### src/rtl/l_stf_seq.sv
// l_stf_seq -- L-STF sample sequencer for the OFDM TX preamble path.
//
// Walks a 16-entry combinational L-STF ROM NUM_REP times after a start
// pulse and streams each 32-bit I/Q sample on a valid/ready interface.
// When WIN_EN is set, the very first sample of a field is halved (I and Q
// each arithmetic-shifted right by 1) for symbol-edge windowing.
//
// Ports:
//   clk          : TX clock
//   phy_tx_arest : synchronous active-high reset
//   start        : one-cycle field request, honoured only when idle
//   abort        : synchronous cancel, overrides every other event
//   rom_addr     : L-STF ROM address (cnt[3:0], 0 while idle)
//   rom_dout     : ROM sample, [31:16] I, [15:0] Q, signed 16-bit each
//   m_tdata      : output sample, same packing as rom_dout
//   m_tvalid     : output sample valid
//   m_tready     : downstream accept
//   m_tlast      : marks the final sample of the field
//   busy         : field in progress
//   done         : one-cycle pulse after the final sample handshake
module l_stf_seq #(
   parameter int unsigned NUM_REP = 10,
   parameter bit          WIN_EN  = 1'b1
) (
   input  logic        clk,
   input  logic        phy_tx_arest,
   input  logic        start,
   input  logic        abort,
   output logic [3:0]  rom_addr,
   input  logic [31:0] rom_dout,
   output logic [31:0] m_tdata,
   output logic        m_tvalid,
   input  logic        m_tready,
   output logic        m_tlast,
   output logic        busy,
   output logic        done
);

   localparam logic [7:0] LAST_IDX = 8'(NUM_REP * 16 - 1);

   typedef enum logic {
      IDLE,
      RUN
   } state_t;

   state_t      r_state;
   state_t      w_state_nxt;
   logic [7:0]  r_cnt;
   logic [31:0] r_tdata;
   logic        r_tvalid;
   logic        r_tlast;
   logic        r_done;

   logic        w_hs;
   logic        w_load;
   logic        w_final;
   logic [31:0] w_sample;

   // Next-state and load/finish decode
   always_comb begin
      w_state_nxt = r_state;
      w_hs        = r_tvalid & m_tready;
      w_load      = 1'b0;
      w_final     = 1'b0;
      case (r_state)
         IDLE: begin
            if (start && !abort) begin
               w_load      = 1'b1;
               w_state_nxt = RUN;
            end
         end
         RUN: begin
            if (abort) begin
               w_state_nxt = IDLE;
            end else if (w_hs && r_tlast) begin
               // The presented sample carries m_tlast, so this handshake
               // is the last one of the field.
               w_final     = 1'b1;
               w_state_nxt = IDLE;
            end else if (w_hs) begin
               w_load      = 1'b1;
            end
         end
         default: w_state_nxt = IDLE;
      endcase
   end

   // Windowing applies only to global sample 0 (cnt still 0 at its load).
   always_comb begin
      w_sample = rom_dout;
      if (WIN_EN && (r_cnt == '0)) begin
         w_sample = {rom_dout[31], rom_dout[31:17], rom_dout[15], rom_dout[15:1]};
      end
   end

   always_ff @(posedge clk) begin
      if (phy_tx_arest) begin
         r_state <= IDLE;
      end else begin
         r_state <= w_state_nxt;
      end
   end

   always_ff @(posedge clk) begin
      if (phy_tx_arest) begin
         r_cnt    <= '0;
         r_tdata  <= '0;
         r_tvalid <= 1'b0;
         r_tlast  <= 1'b0;
         r_done   <= 1'b0;
      end else begin
         r_done <= w_final;
         if (abort || w_final) begin
            r_cnt    <= '0;
            r_tvalid <= 1'b0;
            r_tlast  <= 1'b0;
         end else if (w_load) begin
            r_tdata  <= w_sample;
            r_tlast  <= (r_cnt == LAST_IDX);
            r_tvalid <= 1'b1;
            r_cnt    <= r_cnt + 8'd1;
         end
      end
   end

   assign rom_addr = r_cnt[3:0];
   assign m_tdata  = r_tdata;
   assign m_tvalid = r_tvalid;
   assign m_tlast  = r_tlast;
   assign busy     = (r_state == RUN);
   assign done     = r_done;

endmodule

### config.mk
export PLATFORM = sky130hd
export DESIGN_NAME = l_stf_seq
export DESIGN_NICKNAME = d
export VERILOG_FILES = /design/src/rtl/l_stf_seq.sv
export SDC_FILE = /design/constraint.sdc
export NUM_CORES = 1
export LEC_CHECK = 0
export ABC_AREA = 1
export BUFFER_PORTS_ARGS = -buffer_cell sky130_fd_sc_hd__buf_4
export CAP_MARGIN = 10
export CORE_MARGIN = 3
export CORE_UTILIZATION = 50
export DETAILED_ROUTE_END_ITERATION = 8
export PLACE_DENSITY = 0.75
export SYNTH_ARGS = -nofsm -noshare
export SYNTH_HDL_FRONTEND = slang
export SYNTH_SLANG_ARGS = --single-unit
### constraint.sdc
create_clock -name clk -period 2.5 [get_ports clk]
set_clock_uncertainty 0.15 [all_clocks]
set_input_delay 0.375 -clock clk [delete_from_list [all_inputs] [get_ports clk]]
set_output_delay 0.375 -clock clk [all_outputs]
set_load 0.05 [all_outputs]
---- Yosys cells after proc, flatten, opt, wreduce, memory -nomap -nowiden ----
Cells that the tools add are included.
storage, ports and cells
  output and inout bits ................... 40
  word-level logic and storage cells ...... 30
  input bits .............................. 37
  flip-flop bits (word level) ............. 44
operators by class
  $add $sub $neg .......................... 1
  eq/ne operators ......................... 1
  reductions and logical operators ........ 7
  bitwise gates (word level) .............. 3
  multiplexer cells ....................... 12
operators with widths
  cell                 number
  $mux 31              1
  $mux 1               9
  $add 8x1->8 const B  1
  $eq 8x8->1 const B   1
  $logic_not 8->1      1
  $pmux 1 s2           2
  $logic_and 1x1->1    2
  $not 1->1            2
  $reduce_and 2->1     1
  $reduce_or 2->1      1
  $and 1x1->1          1
  $logic_not 1->1      1
  $logic_or 1x1->1     1

---- Depth between registers and ports, before layout ----
  word-level depth ........................ 8
  depth in mapped cells ................... 9
  mapped depth without buffers ............ 8

---- Least setup slack after synthesis ----
OpenSTA, ideal clock, no wires.
  kind .................................... register to register
  start point ............................. reg r_tvalid, in the netlist m_tvalid
  end point ............................... reg r_tdata[10], in the netlist m_tdata[10]
  period minus slack after synthesis ...... 1.687 ns
  setup time .............................. 0.109 ns
  setup slack ............................. 0.813 ns
  data arrival time ....................... 1.428 ns
  stages on the path, launching flop included .. 9
  path buffers ............................ 1
  required time ........................... 2.241 ns
  cells stage by stage .................... dfxtp_1 -> nand2_1 -> inv_2 -> nand3_2 -> nand2_2 -> clkbuf_8 -> nand3_1 -> nand2_1 -> inv_1
on the way
  cells in the longest elaborated chain, start to end .. 8
  elaborated cells on any way between the ends .. 12
  those cells by class .................... mux: 7; bitwise: 2; reduce/logical: 3
RTL lines
  item                          RTL line  RTL
  from (decl)                   50        logic r_tvalid;
  from (signal assigned)        108       r_tvalid <= 1'b0;
  from (signal assigned)        115       r_tvalid <= 1'b0;
  from (signal assigned)        120       r_tvalid <= 1'b1;
  $and 1x1->1 *                 62        w_hs = r_tvalid & m_tready;
  $logic_and 1x1->1             75        end else if (w_hs && r_tlast) begin
  $mux 1                        75
  $mux 1                        73        if (abort) begin
  $mux 1                        65        case (r_state)
  $logic_or 1x1->1              113       if (abort || w_final) begin
  $not 1->1 (no line)           --
  $reduce_and 2->1 (no line) *  --
  to (signal assigned)          118       r_tdata <= w_sample;
  to (decl)                     49        logic [31:0] r_tdata;
Every way passes the cells marked *; elsewhere a longest branch is shown, timed or not.
A chain may end at the register's enable or synchronous reset.

---- Final worst setup path ----
  start point ............................. reg r_cnt[2]
  end point ............................... reg r_tdata[12], in the netlist m_tdata[12]
on the way
  cells in the longest elaborated chain, start to end .. 2
RTL lines
  item                    RTL line  RTL
  from (decl)             48        logic [7:0] r_cnt;
  from (signal assigned)  121       r_cnt <= r_cnt + 8'd1;
  $logic_not 8->1         91        if (WIN_EN && (r_cnt == '0)) begin
  $mux 31                 91
Every way passes these cells.

==> metrics <==
status finished clean; post-DP HPWL 4.32 mm; vias in the first global route 2340; total gr overflow 0; RSZ-0062 raised after global routing no; Antenna Cells 0; first-pass GRT wire length 10.5 mm; Avg Inst Size Synth 6.58 um2; fin crit period 1900 ps; most frequent cells after synthesis 114 x nand2_1, 70 x nand3_1, 68 x inv_1; Synth cell types 26; post-CTS setup buffers 0; post-layout net count 500; IO Port Bufs 76; synthesized cell area 2620 um2; DIE AREA 6140 um2; RR Startpoint r_cnt[2]; pre-CTS WS 633 ps; CTS clk-pin slew, worst paths 80 ps; GPL Wtd Cong 0.783; Final Cycle Share 0.760; P_leak 0.00187 uW; Fin. Hold Viols 0; maxcap violations 0; fmax 527 MHz; clk root buf clkbuf_8; Yosys top cell area share 0.337; Max VDD drop 0.000233 V; Pre-antenna DRT Iters 4; DR WL/cell 12.0 um; CP Data Arrival Time 1950 ps; vias 2566; Synth async-reset ratio 0; count leader, synth nand2_1; design area 3210 um2; Max-slew headroom 0.721; Mapped Nets 437; fin. max-slew vios 0; starting density of the core 0.536; warnings from Yosys 0; register area share after synthesis 0.337; GR Util All Layers 0.212; Layout area overhead 22.7%; WP data required 2550 ps; critical path class flip-flop to flip-flop; antenna violations before repair 0; Core ar. 4880 um2; Clock Path Buffers 2; H-tree depth 2; drt first-iter violations 217; Post-synth EDFFs 0; final WL 6.36 mm; CP startpoint r_cnt[2]; Setup WS post-layout 601 ps; Critical Path Sink Type flip-flop; Inst Count DP 521; post-synth top area cell dfxtp_1; Die H 78.4 um; CTS-repair resized insts 0; clk_lat worst skew 290 ps; CTS buffer count 5; Pwr per Cell Area 509 nW/um2; # hold bufs at CTS 0; largest net degree at the start of global routing 33; TritonCTS clock tree yes; worst hold-check path type primary input to flip-flop; Post-DP Area 3130 um2; sinks on the clock net 44; Worst-Margin Slew 418 ps; hold_sp phy_tx_arest; I/O pin total 77; DRC violations left 0; share of cells above drive strength 1 0.219; CP max FO 31; Area contributors post-synth dfxtp_1 34%, nand2_1 16%, nand3_1 13%, inv_1 9.8%, nand3b_1 8.6%; vias per cell 4.86; Row Count 25; antenna-violating nets left 0; Non-Filler Instances 528; Synth Instances 398; final setup fails 0; Fillers 462; die outline width 78.4 um; setup_tns 0 ps; Synth Register Bits 44; Primary FF master, synth dfxtp_1; CP startpoint kind flip-flop
[path summary, 6_finish.rpt]
kind,endpoint,slack (ps),cells past startpoint
worst max-delay path,m_tdata[12],600,7
worst min-delay path,busy,100,2
worst max register to register,m_tdata[12],600,7
worst min register to register,r_cnt[6],350,2
[report_power, final]
part	internal (uW)	total (uW)	leakage (uW)	switching (uW)
clock	190	427	0.0000410	237
sequential	740	759	0.000361	18.9
combinational	165	447	0.00146	282
total	1100	1630	0.00187	537
[critical path, cell delays in order (launching register included)]
cell	delay (ps)
dfxtp_1	380
or2_4	300
nor2_8	340
nand2_4	300
nand2_1	160
nand3_1	70
nand2_1	70
inv_1	30
[per-layer routing]
| metal | track usage | wire length, um | vias to the layer above |
|---|---|---|---|
| met1 | 0.264 | 2860 | 1145 |
| li1 | - | - | 1342 |
| met2 | 0.359 | 3070 | 75 |
| met3 | 0.0550 | 383 | 4 |
| met4 | 0.0682 | 51 | 0 |
| met5 | 0 | 0 | - |
[sequential cells by signal, summed over array words and instances, names as in the netlist]
name,flops
r_cnt,8
m_tlast,1
m_tvalid,1
busy,1
m_tdata,32
done,1
[through the flow]
step | utilization | hold slack (ps) | total power (uW)
after floorplan | - | 294 | 1080
after global placement | 0.642 | 332 | 1220
after detailed placement | 0.642 | 341 | 1220
after CTS | 0.658 | 89.3 | 1650
after global routing | 0.658 | 84.6 | 1740
final | 0.658 | 100 | 1630
[layout by cell type (no fill, tap or decap), drive strengths merged]
master  instances
ha              2
nor3b           1
nand3          71
clkbuf          6
xnor2           1
dfxtp          44
xor2            1
nor2           15
nand2         117
inv            73
a21oi          10
clkinv          2
nand3b         30
or2             1
o21ai           4
buf            82
nor3            1
[cell families (layout without fill, tap and decap cells)]
kind of cell	after synthesis	after routing	synth area share
flops	44	44	0.337
simple gates	236	236	0.437
compound gates	14	14	0.0268
xor+xnor	2	2	0.00669
fa+ha+maj	2	2	0.00956
buf+inv	100	163	0.184
[final cells by class]
| class | instances | area (um2) | area share |
|---|---|---|---|
| clock buffer | 6 | 72.6 | 0.0226 |
| tap | 67 | 83.8 | 0.0261 |
| multi-input combinational | 254 | 1260 | 0.393 |
| clock inverter | 1 | 5.00 | 0.00156 |
| timing repair buffer | 82 | 628 | 0.196 |
| sequential | 44 | 881 | 0.274 |
| inverter | 74 | 278 | 0.0865 |
(Power assumes the default switching activity.)
